--- src/rtl/microondas_pkg.sv ---
// Shared definitions for the microwave countdown timer: state encoding,
// BCD digit width and the per-digit limits used for clamping and borrow.
package microondas_pkg;

    localparam int unsigned DIGIT_W   = 4;
    localparam int unsigned SEC_T_MAX = 5;
    localparam int unsigned SEC_O_MAX = 9;

    typedef enum logic [1:0] {
        IDLE  = 2'd0,
        RUN   = 2'd1,
        PAUSE = 2'd2,
        DONE  = 2'd3
    } state_e;

    typedef struct packed {
        logic [DIGIT_W-1:0] min;
        logic [DIGIT_W-1:0] sec_t;
        logic [DIGIT_W-1:0] sec_o;
    } bcd_time_t;

    // Saturate a captured digit to its legal maximum
    function automatic logic [DIGIT_W-1:0] clamp_digit(input logic [DIGIT_W-1:0] d,
                                                       input logic [DIGIT_W-1:0] lim);
        return (d > lim) ? lim : d;
    endfunction

endpackage

--- src/rtl/bcd_digit_down.sv ---
// One BCD digit of a down-counter: decrements when enabled, wrapping
// from 0 to wrap_val and raising borrow_out for the next digit up.
module bcd_digit_down
    import microondas_pkg::*;
(
    input  logic [DIGIT_W-1:0] digit,
    input  logic               dec_en,
    input  logic [DIGIT_W-1:0] wrap_val,
    output logic [DIGIT_W-1:0] next_digit,
    output logic               borrow_out
);

    always_comb begin
        next_digit = digit;
        borrow_out = 1'b0;
        if (dec_en) begin
            if (digit == '0) begin
                next_digit = wrap_val;
                borrow_out = 1'b1;
            end else begin
                next_digit = digit - DIGIT_W'(1);
            end
        end
    end

endmodule

--- src/rtl/microwave_countdown_timer.sv ---
// M:SS BCD countdown timer with load/start/pause/clear control and a
// one-cycle done pulse when the count reaches 0:00.
module microwave_countdown_timer
    import microondas_pkg::*;
#(
    parameter int unsigned MAX_MIN = 9
) (
    input  logic       clk,
    input  logic       rst_n,
    input  logic       tick,
    input  logic       load,
    input  logic [3:0] in_min,
    input  logic [3:0] in_sec_t,
    input  logic [3:0] in_sec_o,
    input  logic       start,
    input  logic       pause,
    input  logic       clear,
    output logic [3:0] min,
    output logic [3:0] sec_t,
    output logic [3:0] sec_o,
    output logic       running,
    output logic       done
);

    localparam logic [DIGIT_W-1:0] MIN_LIM   = DIGIT_W'(MAX_MIN);
    localparam logic [DIGIT_W-1:0] SEC_T_LIM = DIGIT_W'(SEC_T_MAX);
    localparam logic [DIGIT_W-1:0] SEC_O_LIM = DIGIT_W'(SEC_O_MAX);

    state_e    state_q, state_d;
    bcd_time_t time_q, time_d;
    logic      running_q, running_d;
    logic      done_q, done_d;

    logic [DIGIT_W-1:0] dec_min, dec_sec_t, dec_sec_o;
    logic               borrow_o, borrow_t, borrow_m;
    logic               time_zero;
    logic               dec_zero;

    // Borrow chain computing time_q minus one second
    bcd_digit_down u_sec_o (
        .digit      (time_q.sec_o),
        .dec_en     (tick),
        .wrap_val   (SEC_O_LIM),
        .next_digit (dec_sec_o),
        .borrow_out (borrow_o)
    );

    bcd_digit_down u_sec_t (
        .digit      (time_q.sec_t),
        .dec_en     (borrow_o),
        .wrap_val   (SEC_T_LIM),
        .next_digit (dec_sec_t),
        .borrow_out (borrow_t)
    );

    bcd_digit_down u_min (
        .digit      (time_q.min),
        .dec_en     (borrow_t),
        .wrap_val   ('0),
        .next_digit (dec_min),
        .borrow_out (borrow_m)
    );

    assign time_zero = (time_q == '0);
    assign dec_zero  = ({dec_min, dec_sec_t, dec_sec_o} == '0);

    // Next state: clear > load > pause/start > tick
    always_comb begin
        state_d = state_q;
        time_d  = time_q;
        done_d  = 1'b0;

        if (clear) begin
            state_d = IDLE;
            time_d  = '0;
        end else if (load && (state_q != RUN)) begin
            state_d      = IDLE;
            time_d.min   = clamp_digit(in_min,   MIN_LIM);
            time_d.sec_t = clamp_digit(in_sec_t, SEC_T_LIM);
            time_d.sec_o = clamp_digit(in_sec_o, SEC_O_LIM);
        end else begin
            case (state_q)
                IDLE, PAUSE: begin
                    if (start && !time_zero) begin
                        state_d = RUN;
                    end
                end
                RUN: begin
                    if (pause) begin
                        state_d = PAUSE;
                    end else if (tick && !borrow_m) begin
                        // borrow out of minutes would mean underflow past 0:00
                        time_d.min   = dec_min;
                        time_d.sec_t = dec_sec_t;
                        time_d.sec_o = dec_sec_o;
                        if (dec_zero) begin
                            state_d = DONE;
                            done_d  = 1'b1;
                        end
                    end
                end
                default: ;
            endcase
        end

        running_d = (state_d == RUN);
    end

    always_ff @(posedge clk or negedge rst_n) begin
        if (!rst_n) begin
            state_q   <= IDLE;
            time_q    <= '0;
            running_q <= 1'b0;
            done_q    <= 1'b0;
        end else begin
            state_q   <= state_d;
            time_q    <= time_d;
            running_q <= running_d;
            done_q    <= done_d;
        end
    end

    assign min     = time_q.min;
    assign sec_t   = time_q.sec_t;
    assign sec_o   = time_q.sec_o;
    assign running = running_q;
    assign done    = done_q;

endmodule
--- config.mk ---
export PLATFORM = sky130hd
export DESIGN_NAME = microwave_countdown_timer
export DESIGN_NICKNAME = d
export VERILOG_FILES = /design/src/rtl/microondas_pkg.sv /design/src/rtl/bcd_digit_down.sv /design/src/rtl/microwave_countdown_timer.sv
export SDC_FILE = /design/constraint.sdc
export NUM_CORES = 1
export LEC_CHECK = 0
export CAP_MARGIN = 20
export CORE_AREA = 2 2 47 82
export DETAILED_ROUTE_END_ITERATION = 8
export DIE_AREA = 0 0 49 84
export HOLD_SLACK_MARGIN = 0.02
export PLACE_DENSITY = 0.63
export SKIP_LAST_GASP = 1
export SLEW_MARGIN = 25
export SYNTH_ARGS = -nofsm -noshare
export SYNTH_HDL_FRONTEND = slang
export SYNTH_SLANG_ARGS = --single-unit
--- constraint.sdc ---
create_clock -name clk -period 1.9 [get_ports clk]
set_clock_uncertainty 0.15 [all_clocks]
set_input_delay 0.285 -clock clk [delete_from_list [all_inputs] [get_ports clk]]
set_output_delay 0.285 -clock clk [all_outputs]
set_load 0.05 [all_outputs]
After elaboration in Yosys (flattened, before gate mapping)
Cells that the tools add are included.
W data, S select, Z words.
{"block": "classes", "add_sub_neg": 3, "n_lt_le_gt_ge": 3, "eq_ne": 5, "muxes": 33, "n_reduce_logical": 15}
{"operator": "$mux W12", "n": 5}
{"operator": "$mux W4", "n": 9}
{"operator": "$logic_not A12 Y1", "n": 2}
{"operator": "$logic_not A4 Y1", "n": 3}
{"operator": "$mux W1", "n": 12}
{"operator": "$mux W2", "n": 6}
{"operator": "$sub A4 B1 Y4 const B", "n": 3}
{"operator": "$gt A4 B4 Y1 const B", "n": 2}
{"operator": "$reduce_bool A3 Y1", "n": 2}
{"operator": "$eq A2 B1 Y1 const B", "n": 2}
{"operator": "$gt A4 B3 Y1 const B", "n": 1}
{"operator": "$pmux W2 S2", "n": 1}
{"operator": "$logic_and A1 B1 Y1", "n": 3}
{"operator": "$ne A3 B1 Y1 const B", "n": 1}
{"operator": "$reduce_and A3 Y1", "n": 1}
{"operator": "$eq A2 B2 Y1 const B", "n": 1}
{"operator": "$logic_not A1 Y1", "n": 2}
{"operator": "$logic_not A2 Y1", "n": 1}
{"operator": "$ne A2 B1 Y1 const B", "n": 1}
{"operator": "$reduce_or A2 Y1", "n": 1}
{"block": "totals", "ff_bits": 16, "output_inout_bits": 14, "word_cells": 65}

Depth between registers and ports, before layout
Gate-level depths: netlist (run 1).
{"block": "logic_depth", "word_depth": 13, "mapped_depth": 7}

Modules after synthesis
A second synthesis (run 1) with hierarchy kept.
{"block": "unflattened", "cells_unflattened": 176, "area_unflattened_um2": 1534.0}
{"module": "microwave_countdown_timer", "n_inst": 1, "cells_per_inst": 107, "area_each_um2": 1053.5, "seq_area_each_um2": 400.4}
{"module": "bcd_digit_down", "n_inst": 3, "cells_per_inst": 23, "area_each_um2": 160.2, "seq_area_each_um2": 0.0}

Least setup slack after synthesis (run 1)
Ideal clock, no wire load.
{"block": "synth_path", "path_type": "reg-to-reg", "startpoint": "reg time_q (netlist bit sec_o[0])", "endpoint": "reg running_q (netlist: running)", "t_arrival_ns": 2.091, "t_required_ns": 1.631, "path_slack_ns": -0.460, "stages_incl_launch_ff": 7, "path_buffers": 0, "period_less_slack_ns": 2.360, "path_cell_list": "dfrtp_1 > inv_1 > ha_1 > or3b_1 > o41ai_1 > a21oi_1 > o21a_1"}
{"block": "synth_via", "elab_chain_len": 13, "word_cells_on_any_way": 24, "classes_between": "add/sub: 1; eq/ne: 1; mux: 15; reduce/logical: 7"}
{"item": "start, declared", "line_no": "microwave_countdown_timer.sv:30", "rtl": "bcd_time_t time_q, time_d;"}
{"item": "start signal, assigned", "line_no": "microwave_countdown_timer.sv:117", "rtl": "time_q <= time_d;"}
{"item": "branches (longest 9 deep; another with $sub A4 B1 Y4)"}
{"item": "$pmux W2 S2 (*)", "line_no": "microwave_countdown_timer.sv:82", "rtl": "case (state_q)"}
{"item": "$mux W2 (*)", "line_no": "microwave_countdown_timer.sv:76", "rtl": "end else if (load && (state_q != RUN)) begin"}
{"item": "$mux W2 (*)", "line_no": "microwave_countdown_timer.sv:73", "rtl": "if (clear) begin"}
{"item": "$eq A2 B1 Y1 (*)", "line_no": "microwave_countdown_timer.sv:106", "rtl": "running_d = (state_d == RUN);"}
{"item": "net running_d", "line_no": "microwave_countdown_timer.sv:31", "rtl": "logic running_q, running_d;"}
{"item": "end signal, assigned", "line_no": "microwave_countdown_timer.sv:118", "rtl": "running_q <= running_d;"}
{"item": "end, declared", "line_no": "microwave_countdown_timer.sv:31"}
Mark *: on every way through the listed nets, which the timed path passes.
A chain may end at the register's enable or synchronous reset.

Worst setup path in the final report (run 1)
{"block": "layout_path", "startpoint": "reg time_q (netlist bit sec_t[3])", "endpoint": "reg time_q (netlist bit min[1])"}
{"block": "layout_via", "elab_chain_len": 9, "word_cells_on_any_way": 14, "classes_between": "mux: 9; reduce/logical: 5"}
{"item": "$logic_not A4 Y1 (*)", "line_no": "bcd_digit_down.sv:17", "rtl": "if (digit == '0) begin"}
{"item": "$mux W1 (*)", "line_no": "bcd_digit_down.sv:17"}
{"item": "$mux W1 (*)", "line_no": "bcd_digit_down.sv:16", "rtl": "if (dec_en) begin"}
{"item": "$mux W4", "line_no": "bcd_digit_down.sv:16"}
{"item": "$mux W12", "line_no": "microwave_countdown_timer.sv:91", "rtl": "end else if (tick && !borrow_m) begin"}
{"item": "$mux W12", "line_no": "microwave_countdown_timer.sv:89", "rtl": "if (pause) begin"}
{"item": "$mux W12", "line_no": "microwave_countdown_timer.sv:82"}
{"item": "$mux W12", "line_no": "microwave_countdown_timer.sv:76"}
{"item": "$mux W12", "line_no": "microwave_countdown_timer.sv:73"}
Every way passes the cells marked *; elsewhere a longest branch is shown, timed or not. The select of a mux whose other input is x is not followed.

==> reports/metrics.yaml, run 1 <==
status: "complete, but fails checks"
violations: "setup timing"
path_class: "reg2reg"
cts_root_buffer: "clkbuf_8"
timing.rr.start: "sec_t[3]"
yosysUniqueCellTypes: 48
fin_cells: 253
crit-reg2reg-capture: "min[1]"
finalPower_mw: 1.30
cp-start-kind: "flip-flop"
grt_pass1_wl_um: 6820
min_path_type: "in2async"
nNetsFinal: 229
grt_max_degree: 17
synth.area.top_cells: "dfrtp_1, nor3_1, nand2_1"
first_global_vias: 1491
portBuffers: 32
cts_tree: "done"
yosysSeqAreaShare_pct: 33.9
clk_pin_slew_worst_paths_ns: 0.07
initial_core_util_pct: 33.6
die_area_sq_um: 4120
syn_inst: 132
routedWlPerCell_um: 17.4
async_reset_ff_share_pct: 100
rows: 29
critPathRequiredTime_ns: 1.91
tightest_slew_ns: 0.509
wl_um: 4410
clk_latency_ns: 0.27
synth.most_common_cell: "dfrtp_1"
r2r_setup_slack_ns: -0.35
startpoint: "sec_t[3]"
p_per_area_nw_per_um2: 596
finalHoldViolCount: 0
min_period_ns: 2.25
fill_cells: 291
crit_path_end: "min[1]"
cts_sinks: 16
clockBufferDepth: 2
vias: 1398
syn-num-nets: 153
finalCritPeriodShare_pct: 118
max_freq_mhz: 445
grt_usage_pct: 21.7
n_antenna_cell: 0
vias_per_cell: 5.53
dp.final_hpwl_um: 3070
cts_made_buffers: 3
ios: 33
synth-edff-count: 0
ys.flop_type: "dfrtp_1"
crit_arrival_ns: 2.26
ys_top_cells_by_count: "dfrtp_1, nand2_1, nor2_1"
crit_path_end_kind: "flip-flop"
drtIter0Drc: 30
antenna_found_initial: 0
p_leak_nw: 0.880
drive_gt1_share_pct: 54.1
setup_viol: 15
syn_to_final_growth_pct: 84.1
pre_cts_ws_ns: -0.429
synth.largest_area_cell: "dfrtp_1"
worst_slack_ns: -0.349
r2r_cells: 5
drc: 0
yosysWarnings: 0
core_area_sq_um: 3520
slew_headroom_pct: 65.2
overflow: 0
first_pass_iters: 4
synth_top_area_share_pct: 33.9
globalplace.congestion: 0.900
place_inst: 245
antenna_left: 0
htree_levels: 1
critPathMaxFanout: 4
ys_ff_latch: 16
die_w_um: 49
finalMaxSlewViolations: 0
ir_drop_uv: 582
fp.dieH_um: 84
syn_area_sq_um: 1180
synth_area_per_cell_sq_um: 8.96
rsz0062_at_grt: "yes"
cap_violations: 0
cts-hold-fix-buffers: 0
-- cells in the final DEF, fill, tap and decap left out, types with 2 or more instances in the layout --
master and n:
or4_4 2, inv_2 3, o22ai_1 2, inv_1 7, or2_2 2, dfrtp_2 9, buf_4 50, o21a_1 4
ha_4 2, nand3_1 3, o21ai_1 3, nand2_2 2, buf_6 7, mux2i_1 3, clkdlybuf4s50_1 17, o31ai_4 2
nor4_4 3, nand2_1 9, or3_1 3, nor2_1 9, clkbuf_8 3, nor3_2 5, nor3_1 3, a21oi_2 3
o21ai_0 4, a211oi_2 2, dfrtp_1 7, a21oi_1 4
-- final cells by class --
cell class | count | area [sq um] | share of cell area (%)
Inverter | 10 | 37.5 | 1.72
Tap cell | 46 | 57.6 | 2.64
Clock buffer | 4 | 45.0 | 2.07
Multi-Input combinational cell | 101 | 968 | 44.5
Sequential cell | 16 | 412 | 18.9
Timing Repair Buffer | 76 | 657 | 30.2
-- power by group --
group | internal, mW | total [mW] | switching (mW)
sequential | 0.365 | 0.382 | 0.0175
clock | 0.150 | 0.283 | 0.134
combinational | 0.286 | 0.631 | 0.344
total | 0.801 | 1.30 | 0.496
-- how the worst min path moves through the flow --
stage	slack [ns]	endpoint	startpoint
final	0.19	sec_t[3]	rst_n
after global routing	0.22	sec_t[3]	rst_n
after CTS	0.20	sec_t[3]	rst_n
after detailed placement	0.46	state_q[0]	state_q[0]
after global placement	0.44	state_q[0]	state_q[0]
after floorplan	-0.16	done	rst_n
-- kinds of logic after synthesis --
family                   share of synthesized area (%)
AO/OA/AOI/OAI                                     25.9
adder cells (fa/ha/maj)                           2.12
buffers and inverters                             6.45
flip-flops                                        33.9
multiplexers                                      2.54
AND/OR/NAND/NOR                                   29.1
-- critical path, cell delays in order, from the launching register on --
cell	delay [ns]
dfrtp_2	0.40
or4_4	0.60
nor4b_4	0.27
nand2_2	0.10
or3_1	0.32
a311oi_2	0.29
-- layer usage --
layer / GRT usage (%) / part of all wire (%)
met1: 20.9 / 35
met2: 41.2 / 59
met3: 2.51 / 2.4
met4: 15.1 / 3.6
met5: 0 / 0
-- sequential cells by signal (all words and copies together), names as in the netlist --
name and flops:
done 1, running 1, sec_o 4, min 4
sec_t 4, state_q 2
-- metrics by stage --
step / TNS, ns / cell area [sq um] / utilization [%] / hold WS, ns
after floorplan: -3.14 / 1240 / - / -0.161
after global placement: -4.27 / 1850 / 52.6 / 0.439
after detailed placement: -4.51 / 1850 / 52.6 / 0.462
after CTS: -2.77 / 2060 / 58.6 / 0.200
after global routing: -3.93 / 2180 / 61.9 / 0.218
final: -2.72 / 2180 / 61.9 / 0.193
-- what timing repair did --
action                                  in CTS  in global routing
setup buffers                                6                  2
pin swaps                                   12                 13
endpoints found under the setup margin      15                 16
gates resized for setup                     24                 21
(Power assumes the default switching activity.)
==> inputs of run 2 (changes only) <==
- CELL_PAD_IN_SITES_DETAIL_PLACEMENT: not set -> 0
- CELL_PAD_IN_SITES_GLOBAL_PLACEMENT: not set -> 1
- CORE_AREA: 2 2 47 82 -> 2 2 49 86
- DIE_AREA: 0 0 49 84 -> 0 0 51 88
- PLACE_DENSITY: 0.63 -> 0.74
==> run 2 against run 1 <==
The run still ends with setup timing left. Cell count up 3.6%. Utilization down 1.1 points. Flip-flop and latch count unchanged. Sequential share of layout area down 1.0 points. Non-clock buffer count up 7. Combinational power up 5.4%. Die area up 9.0%. Critical endpoint unchanged.
==> reports/metrics.yaml, run 2 (same netlist as run 1, synthesis figures left out) <==
path_class: "reg2reg"  # unchanged
routedWlPerCell_um: 17.4  # about the same
globalplace.congestion: 0.918  # was 0.900
dpl-instance-area_sq_um: 1860  # was 1850 sq um
rows: 30  # was 29
worst_slack_ns: -0.303  # was -0.349 ns
antenna_found_initial: 0  # unchanged
overflow: 0  # unchanged
first_pass_iters: 4  # unchanged
core_area_sq_um: 3790  # was 3520 sq um
critPathRequiredTime_ns: 1.90  # was 1.91 ns
min_period_ns: 2.20  # was 2.25 ns
finalHoldViolCount: 0  # unchanged
final_util_pct: 60.7  # was 61.9%
nNetsFinal: 236  # was 229
violations: "setup timing"  # unchanged
portBuffers: 32  # unchanged
status: "complete, but fails checks"  # unchanged
clk_latency_ns: 0.26  # was 0.27 ns
final_cell_mix: "buf_4, clkdlybuf4s50_1, dfrtp_2"  # was buf_4, clkdlybuf4s50_1, nand2_1, nor2_1, dfrtp_2
tightest_slew_ns: 0.519  # was 0.509 ns
die_area_sq_um: 4490  # was 4120 sq um
grt_pass1_wl_um: 6860  # was 6820 um
ir_drop_uv: 506  # was 582 uV
p_leak_nw: 0.933  # was 0.880 nW
drive_gt1_share_pct: 58.4  # was 54.1%
finalCritPeriodShare_pct: 116  # was 118%
vias: 1441  # was 1398
clockBufferDepth: 2  # unchanged
fp.dieH_um: 88  # was 84 um
initial_core_util_pct: 31.2  # was 33.6%
rsz0062_at_grt: "yes"  # unchanged
p_per_area_nw_per_um2: 591  # was 596 nW/um^2
cts_tree: "done"  # unchanged
hold_slack_ns: 0.198  # was 0.193 ns
vias_per_cell: 5.50  # was 5.53
clk_pin_slew_worst_paths_ns: 0.07  # about the same
cts_root_buffer: "clkbuf_8"  # unchanged
crit_arrival_ns: 2.20  # was 2.26 ns
antenna_left: 0  # unchanged
grt_max_degree: 17  # unchanged
syn_to_final_growth_pct: 94.7  # was 84.1%
slew_headroom_pct: 65.1  # was 65.2%
dp.final_hpwl_um: 3330  # was 3070 um
first_global_vias: 1475  # was 1491
ios: 33  # unchanged
htree_levels: 1  # unchanged
cts_made_buffers: 3  # unchanged
cp-start-kind: "flip-flop"  # unchanged
die_w_um: 51  # was 49 um
drtIter0Drc: 29  # was 30
n_antenna_cell: 0  # unchanged
cts_sinks: 16  # unchanged
crit_path_end_kind: "flip-flop"  # unchanged
min_path_type: "in2async"  # unchanged
max_freq_mhz: 454  # was 445 MHz
grt_usage_pct: 20.3  # was 21.7%
cap_violations: 0  # unchanged
fin_area_sq_um: 2300  # was 2180 sq um
finalMaxSlewViolations: 0  # unchanged
wl_um: 4560  # was 4410 um
drc: 0  # unchanged
critPathMaxFanout: 3  # was 4
setup_viol: 13  # was 15
layout_commonest_cell: "buf_4"  # unchanged
==> run 2: changes by cell type in the layout (fill, tap and decap cells not counted), moves of 2 or more <==
cell	delta
buf_12	+2
nor2_1	-2
buf_4	+4
nand2_1	-2
nor3_4	+2
nor3_2	-3
==> run 2: worst max-delay path: stages (launching register included) <==
cell and delay, ns:
dfrtp_2 0.40, or4_4 0.58, nor4b_4 0.28, nand2_2 0.10, or3_1 0.33, a311oi_1 0.24
==> run 2: final cells by class <==
type / count / area [sq um]
Clock buffer: 4 / 55.1
Fill cell: 319 / 1490
Inverter: 10 / 45.0
Multi-Input combinational cell: 101 / 996
Sequential cell: 16 / 412
Tap cell: 48 / 60.1
Timing Repair Buffer: 83 / 734
==> run 2: final timing paths <==
| path | startpoint | to | slack (ns) | depth (start not counted) |
|---|---|---|---|---|
| worst max-delay path | sec_t[3] | min[1] | -0.30 | 5 |
| worst min-delay path | rst_n | sec_o[1] | 0.20 | 2 |
| worst max register to register | sec_t[3] | min[1] | -0.30 | 5 |
| worst min register to register | state_q[0] | state_q[0] | 0.48 | 2 |
| max in group asynchronous | rst_n | min[1] | 1.18 | 2 |
| min in group clk | state_q[0] | state_q[0] | 0.48 | 2 |
==> run 2: repair_timing <==
item,in CTS,in global routing
pin swaps,29,17
cloned,0,0
hold buffers,0,0
buffers inserted,9,4
setup endpoints to repair,15,16
resized for setup,36,21
==> run 2: stage by stage <==
| stage | setup TNS, ns | total power [mW] | setup slack [ns] | cells |
|---|---|---|---|---|
| after floorplan | -3.14 | 0.673 | -0.358 | 132 |
| after global placement | -4.03 | 0.906 | -0.377 | 246 |
| after detailed placement | -4.83 | 0.912 | -0.420 | 246 |
| after CTS | -2.79 | 1.30 | -0.291 | 258 |
| after global routing | -3.26 | 1.41 | -0.353 | 262 |
| final | -2.55 | 1.36 | -0.303 | 262 |
==> run 2: layer usage <==
| metal | vias up | GRT usage, % | wire [um] |
|---|---|---|---|
| li1 | 670 | - | - |
| met1 | 716 | 21.6 | 1700 |
| met2 | 42 | 40.5 | 2610 |
| met3 | 13 | 1.54 | 118 |
| met4 | 0 | 6.14 | 133 |
| met5 | - | 0 | 0 |
==> run 2: power breakdown <==
group          switching, mW  internal [mW]
combinational          0.361          0.303
clock                  0.130          0.184
sequential            0.0158          0.365
==> inputs of run 3 (changes only) <==
- CORE_AREA: 2 2 49 86 -> 2 2 47 82
- CTS_CLUSTER_DIAMETER: not set -> 80
- DIE_AREA: 0 0 51 88 -> 0 0 49 84
- PLACE_DENSITY: 0.74 -> 0.77
- clock period: 1.9 -> 2.4 ns (I/O delays scaled with it)
==> run 3 against run 2 <==
The flow now finishes without violations. Via count shrank 14%. Utilization shrank 11 points. Flip-flop and latch count is the same. Fmax shrank 4.7%. Count of clock-buffer cells in the layout is the same. Largest cell class unchanged.
==> reports/metrics.yaml, run 3 (same netlist as run 1, synthesis figures left out) <==
cts_sinks: 16  # unchanged
dp.final_hpwl_um: 2850  # was 3330 um
cts_made_buffers: 3  # unchanged
tightest_slew_ns: 0.501  # was 0.519 ns
antenna_left: 0  # unchanged
multi_input_area_sq_um: 737  # was 996 sq um
r2r_setup_slack_ns: 0.09  # was -0.30 ns
min_path_type: "in2async"  # unchanged
crit-reg2reg-capture: "sec_t[2]"  # was min[1]
clk_latency_ns: 0.26  # about the same
routedWlPerCell_um: 16.3  # was 17.4 um
drc: 0  # unchanged
ff_latch_area_sq_um: 400  # was 412 sq um
first_pass_iters: 4  # unchanged
htree_levels: 1  # unchanged
nNetsFinal: 202  # was 236
p_leak_nw: 0.679  # was 0.933 nW
dpl-instance-area_sq_um: 1650  # was 1860 sq um
setup_viol: 0  # was 13
fin_area_sq_um: 1740  # was 2300 sq um
min_period_ns: 2.31  # was 2.20 ns
ios: 33  # unchanged
cap_violations: 0  # unchanged
r2r_cells: 7  # was 5
n_antenna_cell: 0  # unchanged
clockBufferDepth: 2  # unchanged
crit_path_end_kind: "flip-flop"  # unchanged
die_area_sq_um: 4120  # was 4490 sq um
slew_headroom_pct: 66.5  # was 65.1%
path_class: "reg2reg"  # unchanged
first_global_vias: 1284  # was 1475
critPathMaxFanout: 5  # was 3
syn_to_final_growth_pct: 46.8  # was 94.7%
post_cts.repair.setup_buffers: 0  # was 9
rows: 29  # was 30
vias_per_cell: 5.49  # was 5.50
grt_pass1_wl_um: 5770  # was 6860 um
fp.dieH_um: 84  # was 88 um
die_w_um: 49  # was 51 um
p_per_area_nw_per_um2: 524  # was 591 nW/um^2
cts_root_buffer: "clkbuf_8"  # unchanged
fill_cells: 342  # was 319
finalCritPeriodShare_pct: 96.3  # was 116%
vias: 1241  # was 1441
cts_tree: "done"  # unchanged
crit_arrival_ns: 2.32  # was 2.20 ns
antenna_found_initial: 0  # unchanged
globalplace.congestion: 0.894  # was 0.918
finalPower_uw: 909  # was 1.36 mW
ir_drop_uv: 388  # was 506 uV
drive_gt1_share_pct: 20.0  # was 58.4%
cp-start-kind: "flip-flop"  # unchanged
grt_usage_pct: 18.2  # was 20.3%
final_cell_mix: "clkdlybuf4s50_1, buf_4, dfrtp_1"  # was buf_4, clkdlybuf4s50_1, dfrtp_2
cts-hold-fix-buffers: 0  # unchanged
finalMaxSlewViolations: 0  # unchanged
drtIter0Drc: 35  # was 29
initial_core_util_pct: 33.6  # was 31.2%
cts_resized: 0  # was 36
critPathRequiredTime_ns: 2.41  # was 1.90 ns
overflow: 0  # unchanged
core_area_sq_um: 3520  # was 3790 sq um
timing.rr.start: "sec_o[0]"  # was sec_t[3]
grt_max_degree: 17  # unchanged
status: "completed"  # was complete, but fails checks
wl_um: 3680  # was 4560 um
max_freq_mhz: 433  # was 454 MHz
finalHoldViolCount: 0  # unchanged
clk_pin_slew_worst_paths_ns: 0.07  # about the same
layout_commonest_cell: "clkdlybuf4s50_1"  # was buf_4
portBuffers: 32  # unchanged
## run 3: changes by cell type in the layout (fill, tap and decap cells not counted), sizes merged
cell,change
buf,-48
clkdlybuf4s50,+15
dlygate4sd2,-1
## run 3: per-stage QoR
| stage | instances | utilization [%] | setup slack, ns | hold slack, ns | TNS, ns |
|---|---|---|---|---|---|
| 2_1_floorplan | 132 | - | 0.0402 | -0.0856 | 0 |
| 3_3_place_gp | 222 | 46.9 | 0.0451 | 0.433 | 0 |
| 3_5_place_dp | 222 | 46.9 | -0.0563 | 0.431 | -0.103 |
| 4_1_cts | 226 | 48.4 | 0.0360 | 0.279 | 0 |
| 5_1_grt | 226 | 49.3 | -0.0101 | 0.298 | -0.0101 |
| 6_report | 226 | 49.3 | 0.0899 | 0.269 | 0 |
## run 3: power breakdown
group          switching (mW)  internal [mW]  leakage, nW
registers              0.0164          0.287        0.214
clock network           0.103          0.146       0.0288
logic                   0.205          0.152        0.437
## run 3: final cells by class
cell class / instances / area share [%]
Timing Repair Buffer: 49 / 25.8
Inverter: 10 / 2.16
Clock buffer: 4 / 3.17
Sequential cell: 16 / 23.1
Multi-Input combinational cell: 101 / 42.5
Tap cell: 46 / 3.32
## run 3: worst max path at each step
stage | from | end | slack, ns | depth (start not counted)
after floorplan | sec_o[0] | running | 0.04 | 6
after global placement | tick | sec_o[0] | 0.05 | 5
final | sec_o[0] | sec_t[2] | 0.09 | 7
after detailed placement | tick | min[1] | -0.06 | 6
after CTS | sec_o[0] | min[1] | 0.04 | 8
after global routing | sec_t[3] | sec_t[2] | -0.01 | 4
## run 3: critical path: stages, from the launching register on
cell      delay (ns)
dfrtp_1         0.39
inv_1           0.14
ha_4            0.18
or3b_1          0.45
nor2_1          0.15
nand2_1         0.10
or3_1           0.35
a311oi_2        0.31
## run 3: layer usage
layer | up-vias | GRT usage, % | routed length, um
met5 | - | 0 | 0
met1 | 603 | 18.7 | 1370
met4 | 0 | 10.9 | 127
li1 | 603 | - | -
met3 | 9 | 1.79 | 83
met2 | 26 | 34.4 | 2100
